==> config.mk <==
export PLATFORM = sky130hd
export DESIGN_NAME = uart_rx
export DESIGN_NICKNAME = d
export VERILOG_FILES = /design/src/rtl/uart_rx.sv
export SDC_FILE = /design/constraint.sdc
export NUM_CORES = 1
export LEC_CHECK = 0
export CAP_MARGIN = 20
export CORE_MARGIN = 3
export CORE_UTILIZATION = 61
export CTS_BUF_LIST = sky130_fd_sc_hd__clkbuf_4 sky130_fd_sc_hd__clkbuf_8
export DETAILED_ROUTE_END_ITERATION = 8
export GPL_TIMING_DRIVEN = 1
export PLACE_DENSITY = 0.8
export SLEW_MARGIN = 20
export SYNTH_ARGS = -nofsm -noshare
export SYNTH_HDL_FRONTEND = slang
export SYNTH_SLANG_ARGS = --single-unit
==> constraint.sdc <==
create_clock -name clk -period 4.7 [get_ports clk]
set_input_delay 0.94 -clock clk [delete_from_list [all_inputs] [get_ports clk]]
set_output_delay 0.94 -clock clk [all_outputs]
set_load 0.02 [all_outputs]
==> src/rtl/uart_rx.sv <==
`default_nettype none
// +----------------------------------------------------------------------------+
// | Module      : uart_rx                                                      |
// | Description : 8-bit UART receiver, 1 start / 8 data LSB-first / 1 stop,    |
// |               sticky frame/overrun/parity flags. Define UART_RX_PARITY_EN  |
// |               to insert an even-parity bit between data and stop.          |
// | Revision    : 1.0 - initial release                                        |
// +----------------------------------------------------------------------------+
module uart_rx #(
  parameter int CLKS_PER_BIT = 16
) (
  input  logic       clk,
  input  logic       reset,
  input  logic       i_rx,
  input  logic       i_read,
  output logic [7:0] o_data,
  output logic       o_valid,
  output logic       o_frame_err,
  output logic       o_overrun,
  output logic       o_parity_err
);

  localparam int                CNT_W     = $clog2(CLKS_PER_BIT);
  localparam logic [CNT_W-1:0]  BIT_LAST  = CNT_W'(CLKS_PER_BIT - 1);
  localparam logic [CNT_W-1:0]  HALF_LAST = CNT_W'(CLKS_PER_BIT / 2 - 1);
  localparam logic [CNT_W-1:0]  CNT_ONE   = CNT_W'(1);

  typedef enum logic [2:0] {
    IDLE      = 3'd0,
    START     = 3'd1,
    DATA      = 3'd2,
    PARITY    = 3'd3,
    STOP      = 3'd4,
    WAIT_HIGH = 3'd5
  } state_t;

  state_t           state, state_nxt;
  logic [CNT_W-1:0] cnt, cnt_nxt;
  logic [2:0]       bit_idx, bit_nxt;
  logic [7:0]       shift, shift_nxt;
  logic             sync1, sync2;
  logic [1:0]       settle;
  logic             armed;
  logic             complete;
  logic             set_frame;
`ifdef UART_RX_PARITY_EN
  logic             set_parity;
`endif

  always_ff @(posedge clk or negedge reset) begin
    if (!reset) begin
      sync1 <= 1'b1;
      sync2 <= 1'b1;
    end else begin
      sync1 <= i_rx;
      sync2 <= sync1;
    end
  end

  // The synchronizer powers up high, so a line already low after reset would
  // look like a falling edge. Start detection waits until the flops hold real
  // line samples and one of them was high.
  always_ff @(posedge clk or negedge reset) begin
    if (!reset) begin
      settle <= 2'b00;
      armed  <= 1'b0;
    end else begin
      settle <= {settle[0], 1'b1};
      armed  <= armed | (settle[1] & sync2);
    end
  end

  always_ff @(posedge clk or negedge reset) begin
    if (!reset) begin
      state   <= IDLE;
      cnt     <= '0;
      bit_idx <= '0;
      shift   <= '0;
    end else begin
      state   <= state_nxt;
      cnt     <= cnt_nxt;
      bit_idx <= bit_nxt;
      shift   <= shift_nxt;
    end
  end

  always_comb begin
    state_nxt  = state;
    cnt_nxt    = cnt;
    bit_nxt    = bit_idx;
    shift_nxt  = shift;
    complete   = 1'b0;
    set_frame  = 1'b0;
`ifdef UART_RX_PARITY_EN
    set_parity = 1'b0;
`endif
    case (state)
      IDLE: begin
        if (armed && !sync2) begin
          state_nxt = START;
          cnt_nxt   = HALF_LAST;
        end
      end
      START: begin
        if (cnt != '0) begin
          cnt_nxt = cnt - CNT_ONE;
        end else if (sync2) begin
          state_nxt = IDLE;
        end else begin
          state_nxt = DATA;
          cnt_nxt   = BIT_LAST;
          bit_nxt   = '0;
        end
      end
      DATA: begin
        if (cnt != '0) begin
          cnt_nxt = cnt - CNT_ONE;
        end else begin
          shift_nxt = {sync2, shift[7:1]};
          cnt_nxt   = BIT_LAST;
          if (bit_idx == 3'd7) begin
            bit_nxt   = '0;
`ifdef UART_RX_PARITY_EN
            state_nxt = PARITY;
`else
            state_nxt = STOP;
`endif
          end else begin
            bit_nxt = bit_idx + 3'd1;
          end
        end
      end
`ifdef UART_RX_PARITY_EN
      PARITY: begin
        if (cnt != '0) begin
          cnt_nxt = cnt - CNT_ONE;
        end else begin
          set_parity = (^shift) != sync2;
          cnt_nxt    = BIT_LAST;
          state_nxt  = STOP;
        end
      end
`endif
      STOP: begin
        if (cnt != '0) begin
          cnt_nxt = cnt - CNT_ONE;
        end else begin
          cnt_nxt = '0;
          if (sync2) begin
            complete  = 1'b1;
            state_nxt = IDLE;
          end else begin
            set_frame = 1'b1;
            state_nxt = WAIT_HIGH;
          end
        end
      end
      WAIT_HIGH: begin
        if (sync2) state_nxt = IDLE;
      end
      default: state_nxt = IDLE;
    endcase
  end

  // A completion while an unread byte is held drops the new byte.
  always_ff @(posedge clk or negedge reset) begin
    if (!reset) begin
      o_data      <= 8'h00;
      o_valid     <= 1'b0;
      o_frame_err <= 1'b0;
      o_overrun   <= 1'b0;
    end else begin
      if (complete && (!o_valid || i_read)) begin
        o_data  <= shift;
        o_valid <= 1'b1;
      end else if (i_read) begin
        o_valid <= 1'b0;
      end
      o_frame_err <= set_frame | (o_frame_err & ~i_read);
      o_overrun   <= (complete & o_valid & ~i_read) | (o_overrun & ~i_read);
    end
  end

`ifdef UART_RX_PARITY_EN
  always_ff @(posedge clk or negedge reset) begin
    if (!reset) o_parity_err <= 1'b0;
    else        o_parity_err <= set_parity | (o_parity_err & ~i_read);
  end
`else
  assign o_parity_err = 1'b0;
`endif

endmodule
`default_nettype wire

Word level (Yosys, flattened, before mapping)
Index checks and enable logic that the tools add are counted.
Widths: inputs -> output; s select.
{"block": "totals", "word_cells": 79, "output_inout_bits": 12, "register_bits": 34, "in_bits": 4}
{"block": "classes", "reduce_logical": 14, "bitwise": 10, "n_eq_ne": 13, "add_sub_neg": 2, "n_mux": 28}
{"op": "$mux 3", "n": 11}
{"op": "$mux 4", "n": 5}
{"op": "$pmux 4 s4", "n": 1}
{"op": "$pmux 3 s5", "n": 1}
{"op": "$ne 2x2->1 const B", "n": 7}
{"op": "$eq 3x3->1 const B", "n": 3}
{"op": "$mux 1", "n": 8}
{"op": "$reduce_bool 4->1", "n": 2}
{"op": "$pmux 3 s2", "n": 1}
{"op": "$reduce_and 6->1", "n": 1}
{"op": "$and 1x1->1", "n": 5}
{"op": "$reduce_and 4->1", "n": 1}
{"op": "$reduce_bool 2->1", "n": 2}
{"op": "$sub 4x1->4 const B", "n": 1}
{"op": "$add 3x1->3 const B", "n": 1}
{"op": "$eq 3x1->1 const B", "n": 1}
{"op": "$eq 3x2->1 const B", "n": 1}
{"op": "$logic_not 3->1", "n": 1}
{"op": "$ne 3x3->1 const B", "n": 1}
{"op": "$or 1x1->1", "n": 3}
{"op": "$reduce_and 3->1", "n": 1}
{"op": "$logic_and 1x1->1", "n": 2}
{"op": "$logic_not 1->1", "n": 2}
{"op": "$mux 2", "n": 1}
{"op": "3 further kinds", "n": 4}

Depth between registers and ports, before layout
Gate-level depths: netlist of the first run.
{"block": "depth", "depth_word": 6, "depth_mapped": 8, "depth_no_buf": 7}

Worst setup path before layout of the first run
OpenSTA, ideal clock, no wires.
{"block": "synth_timing", "path_kind": "flip-flop to flip-flop", "startpoint": "register cnt[0]", "endpoint": "register bit_idx[0]", "synth_period_minus_slack_ps": 1906, "stages_incl_launch_ff": 7, "t_arrival_ps": 1781, "setup_slack_ps": 2794, "path_cell_list": "dfrtp_1 -> inv_1 -> ha_1 -> or3b_1 -> buf_6 -> or3_4 -> mux2_4"}
{"block": "synth_between", "elab_chain_cells": 3, "word_cells_on_any_way": 4}
{"element": "start: declaration", "line_no": "38", "rtl": "logic [CNT_W-1:0] cnt, cnt_nxt;"}
{"element": "start signal: assignment", "line_no": "81", "rtl": "cnt <= cnt_nxt;"}
{"element": "$reduce_bool 4->1 *", "line_no": "105, 116"}
{"element": "$ne 2x2->1 (no line)"}
{"element": "$reduce_and 4->1 (no line) *"}
{"element": "end signal: assignment", "line_no": "82", "rtl": "bit_idx <= bit_nxt;"}
{"element": "end: declaration", "line_no": "39", "rtl": "logic [2:0] bit_idx, bit_nxt;"}
Mark *: on every way between the ends. The rest lies on a longest branch, timed or not.
A chain may end at the register's enable or synchronous reset.

Worst setup path after layout of the first run
{"block": "layout_timing", "startpoint": "register o_data[6]", "endpoint": "output o_data[6]"}
{"element": "start: declaration", "line_no": "16", "rtl": "output logic [7:0] o_data,"}
{"element": "start signal: assignment", "line_no": "174", "rtl": "o_data <= shift;"}
No word-level cell between the ends.

==> results_dict.tcl, run 1 <==
set metrics [dict create \
    async_reset_ff_share_pct 100 \
    holdBufCountCts 0 \
    syn_area_per_cell_sq_um 11.4 \
    r2r_cells 8 \
    yosysWarnings 0 \
    crit_fanout 2 \
    pwr-share-seq_pct 54.0 \
    synth_top_area_share_pct 48.7 \
    drc 0 \
    ys_top_cells_by_area "dfrtp_1 (49%), mux2_2 (11%), o21ai_0 (3.7%), dfstp_2 (3.2%), ha_1 (3.0%)" \
    hold_ws_ps 363 \
    nFillCells 179 \
    die-area_sq_um 3350 \
    path_delay_family "buffers and inverters" \
    outcome "finished clean" \
    cpPeakStageDelay_ps 620 \
    antenna_found_initial 0 \
    io_buffers 14 \
    fin_crit_ps 2270 \
    setup.worst_path.end_class "output port" \
    min-delay-start "sync1" \
    worstPathCellList "clkdlybuf4s50_1" \
    holdPathEnd "sync2" \
    most-common-layout-cells "dfrtp_1 (32), mux2_2 (16), clkdlybuf4s50_1 (14)" \
    place_ws_ps 2450 \
    cellPowerDensity_nw_per_um2 361 \
    drt_iter0_markers 54 \
    viasPerCell 6.04 \
    gp_congestion 0.860 \
    layout.cells.non_filler 189 \
    fin_nets 166 \
    switching_share_pct 31.8 \
    dp_cells 181 \
    seq_area_frac_synth_pct 51.9 \
    hold_path.class "reg -> reg" \
    worst-path-buf-inv 1 \
    synth_seq_cells 34 \
    tns_ps 0 \
    power_uw 666 \
    design_area_sq_um 1840 \
    clk-insertion-delay-late_ps 320 \
    antenna_left 0 \
    dr.pass1.iters 4 \
    die_w_microns 57.9 \
    grt_pass1_wl_microns 5090 \
    synthCells 144 \
    timing.fmax_ghz 0.441 \
    rr_startpoint "cnt[0]" \
    avgRoutedWirePerCell_microns 15.3 \
    cts-resized-gates 0 \
    final_core_util_pct 73.1 \
    die_y_microns 57.9 \
    syn_to_final_growth_pct 12.3 \
    final_layout_size_suffix_gt1_share_pct 22.0 \
    rows 18 \
    max_slew.worst_pin.slew_ps 609 \
    clkPwrFrac_pct 25.0 \
    synth_edf_count 0 \
    grt_start_max_net_pins 35 \
    io_pins 16 \
    grt_setup_unrepaired "no" \
    max_slew_margin_pct 59.4 \
    syn_nets 152 \
    post_cts_buffers 0 \
    comb_power_share_pct 21.0 \
    clock_skew_ps 5.69 \
    htree_levels 2 \
    numCtsBuffers 5 \
    r2r-end "cnt[2]" \
    drv_slew 0 \
    max-vdd-ir-drop_mv 0.305 \
    intPower_uw 454 \
    hold_path_depth 0 \
    setup.worst_path.class "reg -> out" \
    p_sw_uw 212 \
    wirelength_microns 2890 \
    required_ps 3760 \
    num_vias 1142 \
    cts_tree "done" \
    hold_viol_final 0 \
    dpl_cell_area_sq_um 1780 \
    final.period_utilization_pct 48.3 \
    grt_pass1_vias 1122 \
    synth.cell_area_sq_um 1640 \
    setup_ws_ps 2430 \
    setup_violations 0 \
    critPathLaunchType "register" \
    cts_buffer_depth 2 \
    clock_sinks 34 \
    arrival_ps 1330 \
    hpwlAfterDp_microns 2070 \
    critPathSlowestCell "clkdlybuf4s50_1" \
    drv_cap 0 \
    cts_root_buf "clkbuf_4" \
    yosysUniqueCellTypes 44 \
    grt.total_usage_pct 20.3 \
    final_common_cell "dfrtp_1" \
    core_area_sq_um 2520 \
    synth_flop_cell "dfrtp_1" \
    grt-ovfl-total 0 \
    yosysTopAreaCell "dfrtp_1" \
    r2r_slack_ps 2570 \
    n_antenna_cell 0 \
    p_leak_nw 0.825 \
    initial_utilization_pct 65.1 \
    cts.clk_slew.worst_paths_ps 100 \
]
==> flip-flops by register name, indices dropped and copies added (netlist names) <==
name / cells
o_overrun: 1
shift: 8
sync2: 1
settle: 2
bit_idx: 3
state: 3
armed: 1
o_data: 8
o_frame_err: 1
sync1: 1
cnt: 4
o_valid: 1
==> power groups by stage <==
stage	combinational, mW	clock, mW	sequential (mW)
finish	0.140	0.167	0.359
global route	0.157	0.185	0.365
CTS	0.140	0.173	0.358
detailed placement	0.140	0	0.364
global placement	0.132	0	0.362
floorplan	0.129	0	0.339
==> final cells by class <==
cell class	count	area (sq um)	share of cell area, %
clock buffers	6	51.3	2.78
clock inverters	2	12.5	0.678
inverters	3	11.3	0.611
multi-input cells	98	723	39.2
flip-flops and latches	34	853	46.3
well taps	30	37.5	2.04
repair buffers	16	155	8.41
==> synth_stat cells (2+ instances only) <==
library cell  count
clkbuf_1          4
buf_2             2
buf_6             2
o21ai_0          12
nand2_1           8
dfstp_2           2
a21oi_1           4
a22oi_1           2
a32o_1            2
nand3_1           3
nor2b_1           3
dfrtp_1          32
ha_1              4
nor2_1           11
nand2b_1          4
conb_1            2
nor3_1            3
inv_1             3
mux2_2           16
==> metal layers <==
layer	routed length (microns)	vias up	GRT usage [%]
li1	-	546	-
met1	1330	566	26.6
met2	1390	25	31.8
met3	110	5	4.90
met4	53	0	9.93
met5	0	-	0
==> logic make-up after synthesis <==
logic type / count (synthesis) / share of synthesized area, %
compound gates: 32 / 13.3
xor+xnor: 1 / 0.533
fa+ha+maj: 4 / 3.05
buf+inv: 12 / 4.04
flops: 34 / 51.9
mux: 18 / 12.5
other cells: 2 / 0.457
simple gates: 41 / 14.2
==> how the worst max path moves through the flow <==
stage                    from    endpoint  slack [ps]  cells past startpoint
finish              o_data[6]   o_data[6]        2430                      1
global route          o_valid     o_valid        2360                      1
CTS                   o_valid     o_valid        2420                      1
detailed placement     i_read   o_data[6]        2450                      4
global placement       i_read   o_data[0]        2500                      4
floorplan              cnt[0]  bit_idx[0]        2790                      6
Power figures use the tool's default switching activity.
==> run 2, diff against run 1 <==
- CORE_UTILIZATION: 61 -> 58
- PLACE_DENSITY: 0.8 -> 0.77
- clock period: 4.7 -> 2.1 ns (I/O delays scaled with it)
==> results_dict.tcl, run 2 (synthesis results as in run 1) <==
set metrics [dict create \
    holdBufCountCts 0 \
    rows 18 \
    grt_pass1_wl_microns 5200 \
    switching_share_pct 29.5 \
    final_layout_size_suffix_gt1_share_pct 24.4 \
    grt-ovfl-total 0 \
    syn_to_final_growth_pct 16.1 \
    arrival_ps 2250 \
    cts_tree "done" \
    cts-resized-gates 0 \
    numCtsBuffers 5 \
    antenna_found_initial 0 \
    dr.pass1.iters 4 \
    fin_nets 172 \
    setup_violations 0 \
    dpl_cell_area_sq_um 1830 \
    hold_path.class "reg -> reg" \
    die-area_sq_um 3510 \
    die_y_microns 59.2 \
    io_buffers 14 \
    cts_buffer_depth 2 \
    intPower_mw 1.16 \
    cellPowerDensity_nw_per_um2 862 \
    grt_start_max_net_pins 35 \
    drv_slew 0 \
    viasPerCell 5.94 \
    n_antenna_cell 0 \
    setup.worst_path.class "reg -> reg" \
    drc 0 \
    grt_pass1_vias 1103 \
    avgRoutedWirePerCell_microns 15.8 \
    critPathLaunchType "register" \
    clkPwrFrac_pct 29.9 \
    final_common_cell "dfrtp_1" \
    design_area_sq_um 1910 \
    clock_skew_ps 7.19 \
    hold_viol_final 0 \
    initial_utilization_pct 63.4 \
    io_pins 16 \
    gp_congestion 0.896 \
    cts.clk_slew.worst_paths_ps 100 \
    comb_power_share_pct 24.1 \
    power_mw 1.64 \
    most-common-layout-cells "dfrtp_1 (32), mux2_2 (16), clkdlybuf4s50_1 (14)" \
    clock_sinks 34 \
    fin_crit_ps 2020 \
    top_regs "o_data (8), shift (8), cnt (4)" \
    crit_fanout 7 \
    drv_cap 0 \
    hpwlAfterDp_microns 2200 \
    drt_iter0_markers 68 \
    timing.fmax_ghz 0.494 \
    die_w_microns 59.2 \
    htree_levels 2 \
    core_area_sq_um 2590 \
    final.period_utilization_pct 96.4 \
    setup.worst_path.end_class "register" \
    grt_setup_unrepaired "no" \
    post_cts_buffers 0 \
    required_ps 2320 \
    grt.total_usage_pct 20.4 \
    max-vdd-ir-drop_mv 0.661 \
    tns_ps 0 \
    pwr-share-seq_pct 46.0 \
    outcome "finished clean" \
    num_vias 1152 \
    p_sw_uw 484 \
    clk-insertion-delay-late_ps 330 \
    antenna_left 0 \
    p_leak_nw 0.866 \
    wirelength_microns 3070 \
    cts_root_buf "clkbuf_4" \
]
==> run 2: cell count changes in the layout (fill, tap and decap cells not counted) <==
cell,before,now
buf_4,2,8
bufinv_16,0,1
clkinv_2,1,0
clkinvlp_4,1,0
==> run 2: layout make-up <==
cell class	instances	area (sq um)
Timing Repair Buffer	22	200
Clock buffer	6	51.3
Clock inverter	1	30.0
Tap cell	30	37.5
Inverter	3	11.3
Fill cell	180	683
Multi-Input combinational cell	98	723
Sequential cell	34	853
==> run 2: through the flow <==
step                      cells  setup slack (ps)  utilization, %  hold WS [ps]
final                       194              76.1            73.6           353
after global routing        194              6.34            73.6           355
after CTS                   194              87.4            73.6           352
after detailed placement    187               108            70.5           339
after global placement      187               140            70.5           336
after floorplan             144               194               -           124
==> run 2: final timing paths <==
path | cells after the start | from | slack (ps) | to
setup reg to reg | 5 | cnt[1] | 80 | bit_idx[0]
min in group asynchronous | 2 | reset | 470 | state[0]
max in group asynchronous | 2 | reset | 1280 | sync1
hold reg to reg | 0 | sync1 | 350 | sync2
setup / recovery | 5 | cnt[1] | 80 | bit_idx[0]
hold / removal | 0 | sync1 | 350 | sync2
==> run 2: layer usage <==
layer / up-vias / track usage [%] / routed length (microns)
met5: - / 0 / 0
met4: 0 / 7.77 / 47
met3: 6 / 6.97 / 181
met2: 35 / 29.5 / 1450
met1: 558 / 28.1 / 1390
li1: 553 / - / -
==> run 2: power by group through the flow <==
stage	sequential (mW)	clock [mW]	combinational, mW
6_report	0.755	0.491	0.396
5_1_grt	0.761	0.534	0.446
4_1_cts	0.753	0.502	0.398
3_5_place_dp	0.766	0	0.395
3_3_place_gp	0.763	0	0.385
2_1_floorplan	0.759	0	0.288
==> run 2: critical path: stages (launching register included) <==
cell,delay (ps)
dfrtp_1,410
inv_1,100
ha_1,180
or3b_1,520
or3_4,440
mux2_4,270
